[src/rtl/e_collect_nxn.sv]
// e_collect_nxn: column-to-row collector for the 4x4 LABFT datapath.
// Takes one column word per beat (element j on line j), stores the tile,
// then drains one row per beat on a valid/ready output. The tile comes out
// transposed back to row order.
// Optional feature macro: E_COLLECT_NXN_DESKEW_EN. When it is defined, the
// input lines are treated as systolically skewed and are realigned internally.
module e_collect_nxn #(
  parameter int arraySize = 4,
  parameter int zBits     = 8
) (
  input  logic             clk,
  input  logic             rst,
  input  logic             in_valid,
  output logic             in_ready,
  input  logic [zBits-1:0] e_0_in,
  input  logic [zBits-1:0] e_1_in,
  input  logic [zBits-1:0] e_2_in,
  input  logic [zBits-1:0] e_3_in,
  output logic             out_valid,
  input  logic             out_ready,
  output logic [zBits-1:0] e_0_out,
  output logic [zBits-1:0] e_1_out,
  output logic [zBits-1:0] e_2_out,
  output logic [zBits-1:0] e_3_out,
  output logic             busy
);

  localparam int CW = $clog2(arraySize);
  localparam logic [CW-1:0] LAST = CW'(arraySize - 1);

  typedef enum logic [1:0] {IDLE, FILL, DRAIN} state_t;

  state_t           state;
  logic [zBits-1:0] m [arraySize][arraySize];
  logic [CW-1:0]    col;
  logic [CW-1:0]    row;
  logic             wr_en;
  logic [zBits-1:0] wr_data [arraySize];
  logic             drain_done;

  assign drain_done = (state == DRAIN) && out_ready && (row == LAST);

`ifdef E_COLLECT_NXN_DESKEW_EN
  // Line j arrives j cycles after its beat; delaying it by 3-j cycles and the
  // accept strobe by 3 cycles lines every element up with the strobe.
  logic [zBits-1:0] l0_q [3];
  logic [zBits-1:0] l1_q [2];
  logic [zBits-1:0] l2_q;
  logic [2:0]       stb_q;
  logic [CW-1:0]    in_col;
  logic             in_full;
  logic             acc;

  assign acc      = in_valid && in_ready;
  assign in_ready = !in_full;
  assign wr_en    = stb_q[2];

  // Deskew delay lines, delayed strobe and input-side beat counter
  always_ff @(posedge clk or negedge rst) begin
    if (!rst) begin
      l0_q[0] <= '0;
      l0_q[1] <= '0;
      l0_q[2] <= '0;
      l1_q[0] <= '0;
      l1_q[1] <= '0;
      l2_q    <= '0;
      stb_q   <= '0;
      in_col  <= '0;
      in_full <= 1'b0;
    end else begin
      l0_q[0] <= e_0_in;
      l0_q[1] <= l0_q[0];
      l0_q[2] <= l0_q[1];
      l1_q[0] <= e_1_in;
      l1_q[1] <= l1_q[0];
      l2_q    <= e_2_in;
      stb_q   <= {stb_q[1:0], acc};
      if (acc) begin
        in_col <= in_col + 1'b1;
        if (in_col == LAST) in_full <= 1'b1;
      end
      if (drain_done) in_full <= 1'b0;
    end
  end

  // Aligned write data taken from the ends of the delay lines
  always_comb begin
    wr_data[0] = l0_q[2];
    wr_data[1] = l1_q[1];
    wr_data[2] = l2_q;
    wr_data[3] = e_3_in;
  end
`else
  assign in_ready = (state != DRAIN);
  assign wr_en    = in_valid && in_ready;

  // Lines are already aligned; write straight from the inputs
  always_comb begin
    wr_data[0] = e_0_in;
    wr_data[1] = e_1_in;
    wr_data[2] = e_2_in;
    wr_data[3] = e_3_in;
  end
`endif

  // Tile storage, column/row counters and the IDLE/FILL/DRAIN sequencer
  always_ff @(posedge clk or negedge rst) begin
    if (!rst) begin
      state <= IDLE;
      col   <= '0;
      row   <= '0;
      for (int unsigned i = 0; i < arraySize; i++) begin
        for (int unsigned j = 0; j < arraySize; j++) begin
          m[i][j] <= '0;
        end
      end
    end else begin
      if (wr_en) begin
        for (int unsigned j = 0; j < arraySize; j++) begin
          m[j][col] <= wr_data[j];
        end
        col <= col + 1'b1;
        if (col == LAST)       state <= DRAIN;
        else if (state == IDLE) state <= FILL;
      end
      if ((state == DRAIN) && out_ready) begin
        row <= row + 1'b1;
        if (row == LAST) state <= IDLE;
      end
    end
  end

  assign out_valid = (state == DRAIN);
  assign busy      = (state != IDLE);

  // Present the current row while draining, zeros otherwise
  always_comb begin
    e_0_out = '0;
    e_1_out = '0;
    e_2_out = '0;
    e_3_out = '0;
    if (out_valid) begin
      e_0_out = m[row][0];
      e_1_out = m[row][1];
      e_2_out = m[row][2];
      e_3_out = m[row][3];
    end
  end

endmodule

[config.mk]
export PLATFORM = sky130hd
export DESIGN_NAME = e_collect_nxn
export DESIGN_NICKNAME = d
export VERILOG_FILES = /design/src/rtl/e_collect_nxn.sv
export SDC_FILE = /design/constraint.sdc
export NUM_CORES = 1
export LEC_CHECK = 0
export BUFFER_PORTS_ARGS = -buffer_cell sky130_fd_sc_hd__buf_4
export CORE_MARGIN = 2
export CORE_UTILIZATION = 35
export DETAILED_ROUTE_END_ITERATION = 7
export GPL_ROUTABILITY_DRIVEN = 0
export PLACE_DENSITY = 0.57
export RECOVER_POWER = 50
export REMOVE_ABC_BUFFERS = 1
export SYNTH_ARGS = -nofsm -noshare
export SYNTH_HDL_FRONTEND = slang
export SYNTH_SLANG_ARGS = --single-unit
[constraint.sdc]
create_clock -name clk -period 4.1 [get_ports clk]
set_clock_uncertainty 0.15 [all_clocks]
set_input_delay 0.205 -clock clk [delete_from_list [all_inputs] [get_ports clk]]
set_output_delay 0.205 -clock clk [all_outputs]
set_load 0.03 [all_outputs]
# After elaboration in Yosys (flattened, before gate mapping)
# Cells that the tools add are included.
# totals
ff_bits	134
input_bits	36
out_inout_bits	35
wordCells	53
# op_classes
add_sub_neg	2
order_cmp	3
n_eq_ne	4
muxes	18
bitwise	2
reduce_logical	5
# ops
cell	n
$bwmux W32	4
$bmux W32 S2	1
$mux W32	2
$mux W8	5
$demux W8 S2	1
$mux W2	5
$eq A2 B2 Y1 const B	3
$ge A3 B3 Y1 const B	2
$not A2 Y3	2
$add A2 B1 Y2 const B	2
$logic_and A1 B1 Y1	3
$lt A3 B1 Y1 const B	1
$logic_not A2 Y1	1
$ne A2 B2 Y1 const B	1
$reduce_bool A2 Y1	1

# Depth between registers and ports, before layout
# logic_depth
ltp_word	6
depth_mapped	6
depth_no_buf	4

# Worst setup path before layout
# OpenSTA, ideal clock, no wires.
# synth_timing
kind	reg2out
from	register state[0]
to	output port e_0_out[0]
arrival_ps	1719
required_ps	3745
slack_ps	2026
stages_incl_launch_ff	6
path_buffers	1
path_cell_list	dfrtp_1 > nand2b_4 > inv_1 > nand2_1 > buf_2 > o22ai_1
# synth_between
elab_chain_len	2
# synth_lines
item	line_no	source
start: declaration	33	state_t state;
start signal: assignment	109	state <= IDLE;
start signal: assignment	123	if (col == LAST) state <= DRAIN;
start signal: assignment	124	else if (state == IDLE) state <= FILL;
$eq A2 B2 Y1	133	assign out_valid = (state == DRAIN);
named net out_valid	19	output logic out_valid,
$mux W8	142	if (out_valid) begin
end: declaration	21	output logic [zBits-1:0] e_0_out,
# The timed path passes the listed nets, and every way through them passes these cells.

# Final worst setup path
# layout_timing
from	register state[1]
to	register m[87] (netlist name)
# layout_between
elab_chain_len	2
# layout_lines
item	line_no	source
$ne A2 B2 Y1	94	assign in_ready = (state != DRAIN);
$logic_and A1 B1 Y1	95	assign wr_en = in_valid && in_ready;
end signal: indexed assignment	120	m[j][col] <= wr_data[j];
end: declaration	34	logic [zBits-1:0] m [arraySize][arraySize];
# No other way between the ends.
# A chain may end at the register's enable or synchronous reset.

==> results.sh <==
export IMPL_grt_pass1_wl_um=22500
export IMPL_worstSetupStartpoint="state[1]$_DFF_PN0_"
export IMPL_power_density_nw_per_um2=902.1
export IMPL_hold_viol=0
export IMPL_drc_errors=0
export IMPL_crit_fanout=32
export IMPL_hold_class="reg -> reg"
export IMPL_initial_core_util_pct=35.59
export IMPL_place_hpwl_um=8736
export IMPL_row_count=50
export IMPL_io_pins=71
export IMPL_fin_crit_sh_pct=75.23
export IMPL_crit_slowest_cell="and3_1"
export IMPL_core_um2=18710
export IMPL_vias=3716
export IMPL_synthArstFlopShare_pct=100.0
export IMPL_synth_simple_area_share_pct=1.240
export IMPL_ir_worst_vdd_uv=439.4
export IMPL_worst_setup_path_start_kind="register"
export IMPL_overflow=0
export IMPL_synthAdderAreaFrac_pct=0.9397
export IMPL_postLayoutCellArea_um2=8033
export IMPL_synth_top_cell_area_share_pct=50.37
export IMPL_clk_pin_slew_ns=0.06
export IMPL_cts_htree_levels=4
export IMPL_synth_xor_area_share_pct=0.2631
export IMPL_p_leak_nw=3.746
export IMPL_area_growth_pct=20.65
export IMPL_clkPwrFrac_pct=20.4
export IMPL_rsz0062_at_grt="false"
export IMPL_muxShareOfSynthArea_pct=38.38
export IMPL_outcome="finished, violations left"
export IMPL_syn_inst=414
export IMPL_reg2regPathDepth=3
export IMPL_antenna_found_initial=0
export IMPL_setup_tns_ns=0
export IMPL_timing_rr_end="m[87]$_DFFE_PN0P_"
export IMPL_synthesis_area_um2=6658
export IMPL_yosysMostFrequentCell="dfrtp_1"
export IMPL_die_w_um=141.9
export IMPL_io_buffers=70
export IMPL_final_nets=553
export IMPL_internal_power_mw=4.736
export IMPL_ys_types=18
export IMPL_synth_area_leader_cell="dfrtp_1"
export IMPL_max_cap_violations=3
export IMPL_violations="capacitance limit, slew limit"
export IMPL_firstDrtPassIters=4
export IMPL_cts_sinks=134
export IMPL_utilization_pct=42.94
export IMPL_grt_pass1_vias=4053
export IMPL_ys_seq_area_share_pct=50.37
export IMPL_cts_tree="done"
export IMPL_finalSetupViolCount=0
export IMPL_switching_share_pct=34.64
export IMPL_tightest_slew_ns=2.265
export IMPL_p_seq_share_pct=35.3
export IMPL_holdBufCountCts=35
export IMPL_crit_required_ns=4.25
export IMPL_crit_path_cell_trace="nand2b_1 > and3_1 > mux2_2"
export IMPL_cp_num_buf_inv=0
export IMPL_critPathArrivalTime_ns=3.24
export IMPL_grt_max_degree=80
export IMPL_ys_seq_elements=134
export IMPL_rrSetupSlack_ns=1.02
export IMPL_wl_per_cell_um=18.43
export IMPL_syn_mean_instance_area_um2=16.08
export IMPL_synth_edf_count=0
export IMPL_dieArea_um2=20140
export IMPL_synth_common_cells="134 x dfrtp_1, 120 x mux2_4, 64 x mux2i_1"
export IMPL_fmax_ghz=0.3242
export IMPL_synth_warnings=0
export IMPL_crit_path_end_kind="register"
export IMPL_cpLargestDelayFamily="simple AND/OR/NAND/NOR gates"
export IMPL_slew_violations=145
export IMPL_ys_flop_type="dfrtp_1"
export IMPL_placed_area_um2=7164
export IMPL_crit_end="m[87]$_DFFE_PN0P_"
export IMPL_drive_above_1_share_pct=43.13
export IMPL_cts_root_buf="clkbuf_16"
export IMPL_diodes=0
export IMPL_critPathMaxStageDelay_ns=1.74
export IMPL_drtAntennaViolNets=0
export IMPL_p_comb_share_pct=44.3
export IMPL_cts_path_max_buffers=2
export IMPL_maxSlewHeadroom_pct=-51.00
export IMPL_cts_resized=0
export IMPL_synth_compound_area_share_pct=3.326
export IMPL_fin_crit_ns=3.085
export IMPL_worst_path_stages=3
export IMPL_vias_per_cell=4.902
export IMPL_postCtsSetupBuffers=0
export IMPL_netSwitchingPower_mw=2.510
export IMPL_drt_wl_total_um=13970
export IMPL_critPathKind="reg -> reg"
export IMPL_fp_dieH_um=141.9
export IMPL_worstSkewPairLatency_ns=0.42
export IMPL_cts_buffers=17
export IMPL_synth_area_top_cells="dfrtp_1 50%, mux2_4 27%, mux2i_1 9.6%"
export IMPL_drt_iter0_drc=149
export IMPL_track_usage_pct=14.71
export IMPL_r2r_start="state[1]$_DFF_PN0_"
export IMPL_synth_top_family_by_area="multiplexers"
routing by layer:
| metal | GRT usage [%] | wire length [um] | vias up |
|---|---|---|---|
| met2 | 23.66 | 6790 | 54 |
| li1 | - | - | 1699 |
| met4 | 5.053 | 209 | 0 |
| met3 | 3.476 | 428 | 17 |
| met1 | 19.59 | 6539 | 1946 |
| met5 | 0 | 0 | - |
cells by family (layout without fill, tap and decap cells):
kind of cell | count (synthesis) | count (layout)
xor gates and xnor gates | 2 | 2
buffers and inverters | 33 | 143
muxes | 194 | 194
AOI/OAI and AO/OA | 36 | 36
and+or+nand+nor | 10 | 10
DFF | 134 | 134
adders and majority gates | 5 | 5
registers in the layout, indices dropped and copies added (netlist names):
name / flops
state: 2
m: 128
col: 2
row: 2
power groups by stage:
stage	Combinational, mW	Clock, mW	Sequential (mW)
finish	3.21	1.48	2.56
global route	3.42	1.58	2.66
CTS	3.29	1.51	2.57
detailed placement	3.25	0	2.58
global placement	3.20	0	2.55
floorplan	2.50	0	2.40
worst register-to-register path, delay by kind of cell (launching register included):
kind	cells	cell delay [ns]
AND/OR/NAND/NOR	2	1.95
flip-flops	1	0.40
multiplexers	1	0.47
metrics by stage:
step | power [mW] | setup slack [ns] | hold slack, ns | std cells
floorplan | 4.902 | 0.7752 | -0.2406 | 385
global placement | 5.752 | 1.787 | 0.2824 | 692
detailed placement | 5.829 | 1.784 | 0.2819 | 692
CTS | 7.374 | 1.322 | 0.3568 | 758
global route | 7.654 | 0.8653 | 0.3550 | 758
finish | 7.246 | 1.015 | 0.3384 | 758
final cells by class:
type                       instances  area, um2
clock buffer                      22      474.2
clock inverter                     9      101.3
fill                            1697      10670
inverter                           4      15.01
multi-input combinational        247       2895
sequential                       134       3357
tap                              234      292.8
timing repair buffer             108      897.1
worst min path at each step:
stage               slack (ns)          startpoint  cells after the start            endpoint
floorplan                -0.24                 rst                      0  col[0]$_DFFE_PN0P_
global placement          0.28           out_ready                      2  state[1]$_DFF_PN0_
detailed placement        0.28           out_ready                      2  state[1]$_DFF_PN0_
CTS                       0.36  m[115]$_DFFE_PN0P_                      1  m[115]$_DFFE_PN0P_
global route              0.36  m[114]$_DFFE_PN0P_                      1  m[114]$_DFFE_PN0P_
finish                    0.34  m[114]$_DFFE_PN0P_                      1  m[114]$_DFFE_PN0P_
placed cells by master (no fill, tap or decap), drive strengths merged, types with 4 or more instances in the layout:
cell           n
mux2         130
clkinv         6
and3           4
inv            4
ha             5
mux2i         64
clkbuf        26
dfrtp        134
buf           69
dlygate4sd3   35
o22ai         32
Power figures use the tool's default switching activity.
